## src/rtl/commit_pkg.sv

```systemverilog
// Shared widths, default sizing and small helpers for the commit stage.
package commit_pkg;

  localparam int DATA_W          = 64;
  localparam int RN_W            = 6;
  localparam int NUM_UNITS_DEF   = 5;
  localparam int NUM_WPORTS_DEF  = 2;
  localparam int DEFER_DEPTH_DEF = 4;

  function automatic int min_int(input int a, input int b);
    return (a < b) ? a : b;
  endfunction

endpackage

```

## src/rtl/commit_mp_if.sv

```systemverilog
// Execution-unit result channels and register-file write ports of the commit stage.
interface commit_mp_if #(
  parameter int NUM_UNITS  = commit_pkg::NUM_UNITS_DEF,
  parameter int NUM_WPORTS = commit_pkg::NUM_WPORTS_DEF,
  parameter int DATA_W     = commit_pkg::DATA_W,
  parameter int RN_W       = commit_pkg::RN_W
);

  logic [NUM_UNITS-1:0]         unit_valid;
  logic [NUM_UNITS-1:0]         unit_ready;
  logic [NUM_UNITS*DATA_W-1:0]  unit_data;
  logic [NUM_UNITS*RN_W-1:0]    unit_rn;
  logic [NUM_UNITS-1:0]         unit_dual;
  logic [NUM_UNITS*DATA_W-1:0]  unit_data2;
  logic [NUM_UNITS*RN_W-1:0]    unit_rn2;
  logic [NUM_WPORTS-1:0]        wr_en;
  logic [NUM_WPORTS*DATA_W-1:0] wr_data;
  logic [NUM_WPORTS*RN_W-1:0]   wr_rn;

  modport master (
    output unit_valid, unit_data, unit_rn, unit_dual, unit_data2, unit_rn2,
    input  unit_ready, wr_en, wr_data, wr_rn
  );

  modport slave (
    input  unit_valid, unit_data, unit_rn, unit_dual, unit_data2, unit_rn2,
    output unit_ready, wr_en, wr_data, wr_rn
  );

endinterface

```

## src/rtl/commit_defer_fifo.sv

```systemverilog
// Deferred-write FIFO holding second results; up to NPORT pushes and pops per cycle.
module commit_defer_fifo #(
  parameter int DEPTH  = commit_pkg::DEFER_DEPTH_DEF,
  parameter int DATA_W = commit_pkg::DATA_W,
  parameter int RN_W   = commit_pkg::RN_W,
  parameter int NPORT  = commit_pkg::NUM_WPORTS_DEF,
  localparam int PTR_W = $clog2(DEPTH),
  localparam int CNT_W = PTR_W + 1,
  localparam int PCW   = $clog2(NPORT + 1)
) (
  input  logic                         clk,
  input  logic                         rst_n,
  input  logic [PCW-1:0]               pop_cnt,
  input  logic [NPORT-1:0]             push_en,
  input  logic [NPORT-1:0][DATA_W-1:0] push_data,
  input  logic [NPORT-1:0][RN_W-1:0]   push_rn,
  output logic [NPORT-1:0][DATA_W-1:0] head_data,
  output logic [NPORT-1:0][RN_W-1:0]   head_rn,
  output logic [CNT_W-1:0]             count
);
  import commit_pkg::*;

  logic [DATA_W-1:0] mem_data [DEPTH];
  logic [RN_W-1:0]   mem_rn   [DEPTH];
  logic [PTR_W-1:0]  rd_ptr, wr_ptr;
  logic [PTR_W-1:0]  push_slot [NPORT];
  logic [CNT_W-1:0]  push_total;

  // Active pushes are packed into consecutive slots in port order.
  always_comb begin
    int n;
    n = 0;
    for (int p = 0; p < NPORT; p++) begin
      push_slot[p] = wr_ptr + PTR_W'(n);
      if (push_en[p]) n++;
    end
    push_total = CNT_W'(n);
  end

  always_comb begin
    for (int p = 0; p < NPORT; p++) begin
      head_data[p] = mem_data[rd_ptr + PTR_W'(p)];
      head_rn[p]   = mem_rn[rd_ptr + PTR_W'(p)];
    end
  end

  always_ff @(posedge clk or negedge rst_n) begin
    if (!rst_n) begin
      for (int i = 0; i < DEPTH; i++) begin
        mem_data[i] <= '0;
        mem_rn[i]   <= '0;
      end
    end else begin
      for (int p = 0; p < NPORT; p++) begin
        if (push_en[p]) begin
          mem_data[push_slot[p]] <= push_data[p];
          mem_rn[push_slot[p]]   <= push_rn[p];
        end
      end
    end
  end

  always_ff @(posedge clk or negedge rst_n) begin
    if (!rst_n) begin
      rd_ptr <= '0;
      wr_ptr <= '0;
      count  <= '0;
    end else begin
      rd_ptr <= rd_ptr + PTR_W'(pop_cnt);
      wr_ptr <= wr_ptr + PTR_W'(push_total);
      count  <= count - CNT_W'(pop_cnt) + push_total;
    end
  end

endmodule

```

## src/rtl/commit_mp.sv

```systemverilog
// Commit stage: drains deferred writes first, then round-robin grants result channels to free ports.
module commit_mp #(
  parameter int NUM_UNITS   = commit_pkg::NUM_UNITS_DEF,
  parameter int NUM_WPORTS  = commit_pkg::NUM_WPORTS_DEF,
  parameter int DATA_W      = commit_pkg::DATA_W,
  parameter int RN_W        = commit_pkg::RN_W,
  parameter int DEFER_DEPTH = commit_pkg::DEFER_DEPTH_DEF,
  localparam int CNT_W      = $clog2(DEFER_DEPTH) + 1
) (
  input  logic             clk,
  input  logic             rst_n,
  commit_mp_if.slave       bus,
  output logic [CNT_W-1:0] defer_count
);
  import commit_pkg::*;

  localparam int UNIT_W = (NUM_UNITS > 1) ? $clog2(NUM_UNITS) : 1;
  localparam int PCW    = $clog2(NUM_WPORTS + 1);

  logic [UNIT_W-1:0]                 rr_ptr, last_ch;
  logic                              grant_any;
  logic [NUM_UNITS-1:0]              ready;
  logic [NUM_WPORTS-1:0]             wen;
  logic [NUM_WPORTS*DATA_W-1:0]      wdata;
  logic [NUM_WPORTS*RN_W-1:0]        wrn;
  logic [PCW-1:0]                    pop_cnt;
  logic [NUM_WPORTS-1:0]             push_en;
  logic [NUM_WPORTS-1:0][DATA_W-1:0] push_data, head_data;
  logic [NUM_WPORTS-1:0][RN_W-1:0]   push_rn, head_rn;
  logic [CNT_W-1:0]                  fifo_count;

  commit_defer_fifo #(
    .DEPTH (DEFER_DEPTH),
    .DATA_W(DATA_W),
    .RN_W  (RN_W),
    .NPORT (NUM_WPORTS)
  ) u_fifo (
    .clk      (clk),
    .rst_n    (rst_n),
    .pop_cnt  (pop_cnt),
    .push_en  (push_en),
    .push_data(push_data),
    .push_rn  (push_rn),
    .head_data(head_data),
    .head_rn  (head_rn),
    .count    (fifo_count)
  );

  // A blocked dual or a full port set ends the scan so later channels cannot overtake.
  always_comb begin
    int n_pop, port, duals, ch;
    logic stop;
    logic [RN_W-1:0] rn;
    ready     = '0;
    wen       = '0;
    wdata     = '0;
    wrn       = '0;
    push_en   = '0;
    push_data = '0;
    push_rn   = '0;
    grant_any = 1'b0;
    last_ch   = '0;
    stop      = 1'b0;
    n_pop     = 0;
    port      = 0;
    duals     = 0;
    ch        = 0;
    rn        = '0;
    if (rst_n) begin
      n_pop = min_int(int'(fifo_count), NUM_WPORTS);
      for (int p = 0; p < NUM_WPORTS; p++) begin
        if (p < n_pop) begin
          wrn[p*RN_W +: RN_W]       = head_rn[p];
          wdata[p*DATA_W +: DATA_W] = head_data[p];
          wen[p]                    = |head_rn[p];
        end
      end
      port = n_pop;
      for (int k = 0; k < NUM_UNITS; k++) begin
        ch = (int'(rr_ptr) + k) % NUM_UNITS;
        if (!stop && bus.unit_valid[ch]) begin
          if (port >= NUM_WPORTS) begin
            stop = 1'b1;
          end else if (bus.unit_dual[ch] &&
                       (int'(fifo_count) - n_pop + duals >= DEFER_DEPTH)) begin
            stop = 1'b1;
          end else begin
            rn                           = bus.unit_rn[ch*RN_W +: RN_W];
            ready[ch]                    = 1'b1;
            wrn[port*RN_W +: RN_W]       = rn;
            wdata[port*DATA_W +: DATA_W] = bus.unit_data[ch*DATA_W +: DATA_W];
            wen[port]                    = |rn;
            if (bus.unit_dual[ch]) begin
              push_en[port]   = 1'b1;
              push_data[port] = bus.unit_data2[ch*DATA_W +: DATA_W];
              push_rn[port]   = bus.unit_rn2[ch*RN_W +: RN_W];
              duals++;
            end
            grant_any = 1'b1;
            last_ch   = UNIT_W'(ch);
            port++;
          end
        end
      end
    end
    pop_cnt = PCW'(n_pop);
  end

  always_ff @(posedge clk or negedge rst_n) begin
    if (!rst_n) begin
      rr_ptr <= '0;
    end else if (grant_any) begin
      rr_ptr <= (int'(last_ch) == NUM_UNITS - 1) ? '0 : last_ch + 1'b1;
    end
  end

  assign bus.unit_ready = ready;
  assign bus.wr_en      = wen;
  assign bus.wr_data    = wdata;
  assign bus.wr_rn      = wrn;
  assign defer_count    = fifo_count;

endmodule

```

## src/flat_wrapper.sv

```systemverilog
// flat-port wrapper written by rule: the top's interface ports become plain ports
module commit_mp_flat import commit_pkg::*;
#(
  parameter int NUM_UNITS   = commit_pkg::NUM_UNITS_DEF,
  parameter int NUM_WPORTS  = commit_pkg::NUM_WPORTS_DEF,
  parameter int DATA_W      = commit_pkg::DATA_W,
  parameter int RN_W        = commit_pkg::RN_W,
  parameter int DEFER_DEPTH = commit_pkg::DEFER_DEPTH_DEF,
  localparam int CNT_W      = $clog2(DEFER_DEPTH) + 1
)
  (clk, rst_n, defer_count, bus_unit_valid, bus_unit_data, bus_unit_rn, bus_unit_dual, bus_unit_data2, bus_unit_rn2, bus_unit_ready, bus_wr_en, bus_wr_data, bus_wr_rn);
  commit_mp_if #(.NUM_UNITS(NUM_UNITS), .NUM_WPORTS(NUM_WPORTS), .DATA_W(DATA_W), .RN_W(RN_W)) bus_i ();
  input  logic clk;
  input  logic rst_n;
  output logic [CNT_W-1:0] defer_count;
  input wire logic [$bits(bus_i.unit_valid)-1:0] bus_unit_valid;
  input wire logic [$bits(bus_i.unit_data)-1:0] bus_unit_data;
  input wire logic [$bits(bus_i.unit_rn)-1:0] bus_unit_rn;
  input wire logic [$bits(bus_i.unit_dual)-1:0] bus_unit_dual;
  input wire logic [$bits(bus_i.unit_data2)-1:0] bus_unit_data2;
  input wire logic [$bits(bus_i.unit_rn2)-1:0] bus_unit_rn2;
  output wire logic [$bits(bus_i.unit_ready)-1:0] bus_unit_ready;
  output wire logic [$bits(bus_i.wr_en)-1:0] bus_wr_en;
  output wire logic [$bits(bus_i.wr_data)-1:0] bus_wr_data;
  output wire logic [$bits(bus_i.wr_rn)-1:0] bus_wr_rn;
  assign bus_i.unit_valid = bus_unit_valid;
  assign bus_i.unit_data = bus_unit_data;
  assign bus_i.unit_rn = bus_unit_rn;
  assign bus_i.unit_dual = bus_unit_dual;
  assign bus_i.unit_data2 = bus_unit_data2;
  assign bus_i.unit_rn2 = bus_unit_rn2;
  assign bus_unit_ready = bus_i.unit_ready;
  assign bus_wr_en = bus_i.wr_en;
  assign bus_wr_data = bus_i.wr_data;
  assign bus_wr_rn = bus_i.wr_rn;
  commit_mp #(.NUM_UNITS(NUM_UNITS), .NUM_WPORTS(NUM_WPORTS), .DATA_W(DATA_W), .RN_W(RN_W), .DEFER_DEPTH(DEFER_DEPTH)) u_core (.clk(clk), .rst_n(rst_n), .bus(bus_i), .defer_count(defer_count));
endmodule
```

## config.mk

```make
export PLATFORM = sky130hd
export DESIGN_NAME = commit_mp_flat
export DESIGN_NICKNAME = d
export VERILOG_FILES = /design/src/rtl/commit_pkg.sv /design/src/rtl/commit_mp_if.sv /design/src/rtl/commit_defer_fifo.sv /design/src/rtl/commit_mp.sv /design/src/flat_wrapper.sv
export SDC_FILE = /design/constraint.sdc
export NUM_CORES = 2
export LEC_CHECK = 0
export ABC_CLOCK_PERIOD_IN_PS = 56100
export BUFFER_PORTS_ARGS = -buffer_cell sky130_fd_sc_hd__buf_2
export CAP_MARGIN = 20
export CORE_UTILIZATION = 30
export DETAILED_ROUTE_END_ITERATION = 6
export PLACE_DENSITY = 0.5
export SYNTH_ARGS = -nofsm -noshare
export SYNTH_HDL_FRONTEND = slang
export SYNTH_SLANG_ARGS = --single-unit
```

## constraint.sdc

```tcl
create_clock -name clk -period 56.1 [get_ports clk]
set_input_delay 11.22 -clock clk [delete_from_list [all_inputs] [get_ports clk]]
set_output_delay 11.22 -clock clk [all_outputs]
set_load 0.03 [all_outputs]
```

# Word level (Yosys, flattened, before mapping)
# Index checks and enable logic that the tools add are counted.
[word_totals]
regBits = 290
output_inout_bits = 150
[op_classes]
n_addsub = 34
mul = 10
n_div = 5
magnitude_cmp = 39
n_eq_ne = 1
shift = 40
n_mux = 379
n_bitwise = 14
reduce_logical = 32
[ops]
columns = ["op", "count"]
rows = [
  ["2-to-1 mux 128 bit", 45],
  ["variable part select 320 x 32 -> 64 bit", 10],
  ["bitwise mux 128 bit", 9],
  ["2-to-1 mux 32 bit", 35],
  ["2-to-1 mux 64 bit", 15],
  ["variable shift 64 x 33 -> 128 bit (first input constant)", 5],
  ["variable part select 64 x 33 -> 128 bit", 5],
  ["2-to-1 mux 12 bit", 45],
  ["bitwise mux 256 bit", 2],
  ["2-to-1 mux 256 bit", 2],
  ["demux 64 bit (select 1 bit)", 5],
  ["variable part select 30 x 32 -> 6 bit", 10],
  ["negation 32 -> 33 bit", 9],
  [">= comparator 32 x 1 -> 1 bit (second input constant)", 9],
  ["multiplier 32 x 3 -> 31 bit (second input constant)", 9],
  ["binary-select mux 64 bit (select 2 bit)", 2],
  ["demux 64 bit (select 2 bit)", 2],
  ["adder 32 x 2 -> 32 bit (second input constant)", 6],
  ["variable shift 6 x 33 -> 12 bit (first input constant)", 5],
  ["variable part select 6 x 33 -> 12 bit", 5],
  [">= comparator 32 x 4 -> 1 bit (second input constant)", 5],
  ["< comparator 32 x 5 -> 1 bit (second input constant)", 5],
  ["adder 32 bit", 4],
  ["AND 128 bit", 1],
  ["other kinds (45)", 304],
]

# Logic depth before layout (Yosys ltp)
[depth]
word_depth = 49
ltp_mapped = 75

# Hierarchy
# A second synthesis with hierarchy kept.
[hier_totals]
hier_cells = 9233
hier_area_um2 = 70138.5
[modules_own_cells]
columns = ["module", "instances", "cells_per_inst", "area_each_um2"]
rows = [
  ["commit_mp", 1, 7465, 53468.8],
  ["commit_defer_fifo", 1, 1768, 16669.7],
]

# Least setup slack after synthesis
# No wires, ideal clock.
[synth_path]
path_type = "input to output"
start = "input port bus_unit_dual[0]"
end = "output port bus_wr_rn[0]"
t_arrival_ns = 23.302
required_time_ns = 44.880
setup_slack_ns = 21.578
path_stages = 51
path_cell_list = "mux4_2 -> mux2_2 -> and3_4 -> a211oi_4 -> xnor2_1 -> nor2_4 -> inv_2 -> clkbuf_1 -> ha_1 -> nand2b_1 -> a2111oi_4 -> nand3_2 -> mux2i_1 -> inv_1 -> ha_1 -> inv_1 -> fa_1 -> xnor2_1 -> (+15 left out) -> nor3_1 -> a31oi_1 -> nor2b_2 -> o2111ai_4 -> xnor2_2 -> clkbuf_1 -> clkbuf_1 -> ha_1 -> ha_1 -> fa_1 -> nor2_1 -> nand2b_1 -> or4b_2 -> nor3_1 -> a211oi_1 -> a2111oi_4 -> nand2_1 -> o41ai_1"
[synth_via]
elab_chain_len = 37
[synth_rtl]
columns = ["element", "line_no", "text"]
rows = [
  ["start, declared", "flat_wrapper.sv:19", "input wire logic [$bits(bus_i.unit_dual)-1:0] bus_unit_dual;"],
  ["binary-select mux 1 bit (select 3 bit)", "commit_mp.sv:84, commit_mp.sv:93", ""],
  ["2-to-1 mux 1 bit (not written as such) (2 in series)", "commit_mp.sv:84, commit_mp.sv:93", ""],
  ["2-to-1 mux 1 bit or logical AND 1 bit (tied branches)", "commit_mp.sv:93, commit_mp.sv:84", ""],
  ["2-to-1 mux 32 bit", "commit_mp.sv:84", "end else if (bus.unit_dual[ch] &&"],
  ["2-to-1 mux 32 bit", "commit_mp.sv:82", "if (port >= NUM_WPORTS) begin"],
  ["2-to-1 mux 32 bit", "commit_mp.sv:81", "if (!stop && bus.unit_valid[ch]) begin"],
  ["2-to-1 mux 32 bit", "commit_mp.sv:69", "if (rst_n) begin"],
  ["adder 32 bit", "commit_mp.sv:85", "(int'(fifo_count) - n_pop + duals >= DEFER_DEPTH)) begin"],
  ["(+20 left out)", "-", ""],
  ["multiplier 32 x 3 -> 31 bit", "commit_mp.sv:90", "wrn[port*RN_W +: RN_W] = rn;"],
  ["negation 32 -> 33 bit", "commit_mp.sv:90", ""],
  ["variable part select 6 x 33 -> 12 bit or variable shift 6 x 33 -> 12 bit (tied branches)", "commit_mp.sv:90", ""],
  ["bitwise mux 12 bit", "commit_mp.sv:90", ""],
  ["2-to-1 mux 12 bit", "commit_mp.sv:84", ""],
  ["2-to-1 mux 12 bit", "commit_mp.sv:82", ""],
  ["2-to-1 mux 12 bit *", "commit_mp.sv:81", ""],
  ["2-to-1 mux 12 bit *", "commit_mp.sv:69", ""],
  ["end, declared", "flat_wrapper.sv:25", "output wire logic [$bits(bus_i.wr_rn)-1:0] bus_wr_rn;"],
]
# Every way passes the cells marked *; elsewhere a longest branch is shown, timed or not. The select of a mux whose other input is x is not followed.

# Worst setup path in the final report
[layout_path]
start = "input port bus_unit_dual[0]"
end = "output port bus_wr_data[69]"
[layout_via]
elab_chain_len = 36
[layout_rtl]
columns = ["element", "line_no", "text"]
rows = [
  ["binary-select mux 1 bit (select 3 bit)", "commit_mp.sv:84, commit_mp.sv:93", ""],
  ["2-to-1 mux 1 bit (not written as such) (2 in series)", "commit_mp.sv:84, commit_mp.sv:93", ""],
  ["2-to-1 mux 1 bit or logical AND 1 bit (tied branches)", "commit_mp.sv:93, commit_mp.sv:84", ""],
  ["2-to-1 mux 32 bit", "commit_mp.sv:84", ""],
  ["2-to-1 mux 32 bit", "commit_mp.sv:82", ""],
  ["2-to-1 mux 32 bit", "commit_mp.sv:81", ""],
  ["2-to-1 mux 32 bit", "commit_mp.sv:69", ""],
  ["adder 32 bit", "commit_mp.sv:85", ""],
  ["(+19 left out)", "-", ""],
  ["2-to-1 mux 32 bit", "commit_mp.sv:69", ""],
  ["adder 32 bit or negation 32 -> 33 bit (tied branches)", "commit_mp.sv:85, commit_mp.sv:91", ""],
  [">= comparator 32 x 4 -> 1 bit, or another cell as far along", "commit_mp.sv:85", ""],
  ["logical AND 1 bit or bitwise mux 128 bit (tied branches)", "commit_mp.sv:84, commit_mp.sv:91", ""],
  ["2-to-1 mux 128 bit", "commit_mp.sv:84", ""],
  ["2-to-1 mux 128 bit", "commit_mp.sv:82", ""],
  ["2-to-1 mux 128 bit *", "commit_mp.sv:81", ""],
  ["2-to-1 mux 128 bit *", "commit_mp.sv:69", ""],
  ["end, declared", "flat_wrapper.sv:24", "output wire logic [$bits(bus_i.wr_data)-1:0] bus_wr_data;"],
]
# Marked as above.

==> flow_summary.ini <==
[clock_network]
cts_hold_buf = 0
cts_buffers = 31
insertion_delay_ns = 0.64
clock_sinks = 290
cts_resized = 0
ctsLongestPathBuffers = 3
clk_pin_slew_ns = 0.06
htree_levels = 1
cts_tree = yes
root_buffer = clkbuf_16
post-cts-setup-buffers = 0

[setup_path]
worstPathArrival_ns = 25.53
slowest_stage = buf_4
path_buf_inv = 10
setup.worst_path.start_class = input pin
crit_top_cell = ha_1
path_delay_family = compound AO/OA/AOI/OAI gates
path_class = in -> out
r2r_start = u_core.rr_ptr[1]$_DFFE_PN0P_
critPathMaxFanout = 68
critPathRequiredTime_ns = 44.88
worst_setup_path_end_kind = primary output
cp-startpoint = bus_unit_dual[0]
max_stage_delay_ns = 0.69

[finish]
utilization_pct = 33.71
drive_gt1_share_pct = 26.60
fin_nets = 9357
syn2layout_area_growth_pct = 11.56
nFillCells = 24110
stdcell_area_sq_um = 77640

[drt]
drt-initial-drc-count = 12350
route.detailed.drc = 2
final_antenna_net_count = 0
drtPass1Iterations = 7
num_vias = 80560
viasPerCell = 6.980
wl_per_cell_microns = 35.37
drt_wl_total_mm = 408.2

[power_and_ir_drop]
ir_worst_vdd_uv = 138.2
p_leak_nw = 31.37
power_density_nw_per_um2 = 86.12

[global_routing]
antenna_found_initial = 127
grtUsageTotal_pct = 33.30
overflow = 0
grt_pass1_vias = 75310
grt_pass1_wl_mm = 576.6
grt_max_degree = 109

[logic_synthesis]
synth_seq_cells = 290
synth_edf_count = 0
yosys_most_used_dff = dfrtp_1
syn_inst = 8216
syn_avg_cell_area_sq_um = 8.471
synth_cell_types = 127
netlist_area_sq_um = 69600
yosysWarnings = 0
ys_seq_area_share_pct = 10.43
async_reset_ff_share_pct = 100.0

[placed_design]
place_ws_ns = 19.76
place_hpwl_mm = 293.5
portBuffers = 861
finalWeightedCongestion = 0.9856
placed_area_sq_um = 76420

[outcome]
outcome = finished with violations
violations = design-rule violations

[floorplanning]
die_area_sq_um = 233900
die_w_microns = 483.7
die_h_microns = 483.7
ios = 862
coreArea_sq_um = 230300
rows = 176
start_util_pct = 30.22

[timing]
skew_ns = 0.02561
finalHoldViolations = 0
fin_setup_tns_ns = 0
setup_viol = 0
fmax_ghz = 0.02721
rsz0062_at_grt = false
tightest_slew_ns = 1.335
layout_setup_ws_ns = 19.35
slew_headroom_pct = 10.84
period_needed_ns = 36.75
finalMaxSlewViolations = 0
fin_crit_sh_pct = 65.51

[min_path]
worstHoldPathType = reg -> reg
worstHoldStart = u_core.u_fifo.mem_data[201]$_DFF_PN0_

[job]
drv_cap = 0
[sequential cells by signal (all words and copies together) (netlist names)]
name / flops
u_core.u_fifo.rd_ptr: 2
u_core.u_fifo.mem_rn: 24
u_core.u_fifo.wr_ptr: 2
u_core.u_fifo.count: 3
u_core.rr_ptr: 3
u_core.u_fifo.mem_data: 256
[synth_stat cells (193+ instances only)]
cell type | number | share of area [%]
a21oi_1 | 566 | 4.1
nand3_1 | 228 | 1.6
mux4_2 | 905 | 29
dfrtp_1 | 290 | 10
ha_1 | 207 | 3.7
clkbuf_1 | 728 | 3.9
nor3_1 | 193 | 1.4
nand2_1 | 736 | 4.0
nor2_1 | 896 | 4.8
mux2i_1 | 336 | 4.8
o21ai_0 | 246 | 1.8
a22oi_1 | 797 | 8.6
[worst register-to-register path, delay by kind of cell, from the launching register on]
family,cells,cell delay [ns]
AO/OA/AOI/OAI,19,4.77
XOR/XNOR,4,0.73
adder cells (fa/ha/maj),11,2.66
buffers and inverters,13,3.71
flip-flops,1,0.37
multiplexers,1,0.55
AND/OR/NAND/NOR,18,6.08
[metrics by stage]
step           instances  hold WS [ns]  total power, mW
6_report           11540        0.5954            6.687
5_1_grt            11520        0.6121            7.021
4_1_cts            11460        0.5976            6.521
3_5_place_dp       11410        0.5831            6.294
3_3_place_gp       11390        0.5695            6.285
2_1_floorplan       8275        0.4766            4.410
[layout make-up]
type | count | area (sq um) | share of cell area, %
diodes | 70 | 175.2 | 0.2256
clock buffers | 45 | 878.3 | 1.131
clock inverters | 8 | 83.83 | 0.1080
inverters | 146 | 604.3 | 0.7783
multi-input cells | 6840 | 58510 | 75.36
flip-flops and latches | 290 | 7264 | 9.356
well taps | 3026 | 3786 | 4.876
repair buffers | 1116 | 6337 | 8.162
[logic make-up (layout without fill, tap and decap cells)]
kind of cell             count (synthesis)  count (layout)  share of synthesized area (%)
AO/OA/AOI/OAI                         2639            2639                          26.37
AND/OR/NAND/NOR                       2572            2572                          16.98
multiplexers                          1253            1253                          34.32
buffers and inverters                 1145            1315                          6.477
flip-flops                             290             290                          10.43
adder cells (fa/ha/maj)                221             221                          4.110
XOR/XNOR                                94              94                          1.305
other                                    2             131                        0.01079
[layer usage]
metal,global-route usage (%),part of all wire (%),wire length (microns)
met5,0,0.088,359
met3,9.091,12,50630
met2,47.79,42,170100
met1,46.38,41,167600
met4,14.56,4.8,19530
[report_power, final]
part	leakage, nW	switching [mW]	internal (mW)
sequential	4.01	0.0511	0.247
clock	0.477	0.0961	0.113
combinational	26.9	3.88	2.30
total	31.4	4.02	2.66
[cells in the final DEF, fill, tap and decap left out, types with 29 or more instances in the layout]
| cell | count |
|---|---|
| mux4_2 | 905 |
| nor2_1 | 887 |
| buf_2 | 863 |
| a22oi_1 | 797 |
| nand2_1 | 728 |
| a21oi_1 | 565 |
| mux2i_1 | 333 |
| dfrtp_1 | 288 |
| o21ai_0 | 240 |
| buf_4 | 235 |
| nand3_1 | 223 |
| ha_1 | 204 |
| nor3_1 | 189 |
| o211ai_1 | 185 |
| o22ai_1 | 126 |
| a211oi_1 | 119 |
| inv_1 | 118 |
| nand4_1 | 92 |
| a22o_1 | 92 |
| nor3b_1 | 78 |
| nor4_1 | 78 |
| diode_2 | 70 |
| a222oi_1 | 68 |
| o21ai_1 | 62 |
| conb_1 | 61 |
| xnor2_1 | 57 |
| nand2b_1 | 55 |
| o2111ai_1 | 55 |
| a31oi_1 | 51 |
| a21boi_0 | 31 |
| clkbuf_16 | 31 |
| nor4b_1 | 30 |
| a21o_1 | 29 |
[path summary, 6_finish.rpt]
| path | endpoint | slack (ns) | depth (start not counted) |
|---|---|---|---|
| max | bus_wr_data[69] | 19.35 | 56 |
| min | u_core.u_fifo.mem_data[201]$_DFF_PN0_ | 0.60 | 2 |
| max reg2reg | u_core.u_fifo.mem_data[67]$_DFF_PN0_ | 37.17 | 66 |
| min reg2reg | u_core.u_fifo.mem_data[201]$_DFF_PN0_ | 0.60 | 2 |
| max in group asynchronous | u_core.u_fifo.mem_data[136]$_DFF_PN0_ | 43.11 | 4 |
| min in group asynchronous | u_core.rr_ptr[2]$_DFFE_PN0P_ | 10.55 | 1 |
No activity file was read; power rests on OpenSTA's default activity.
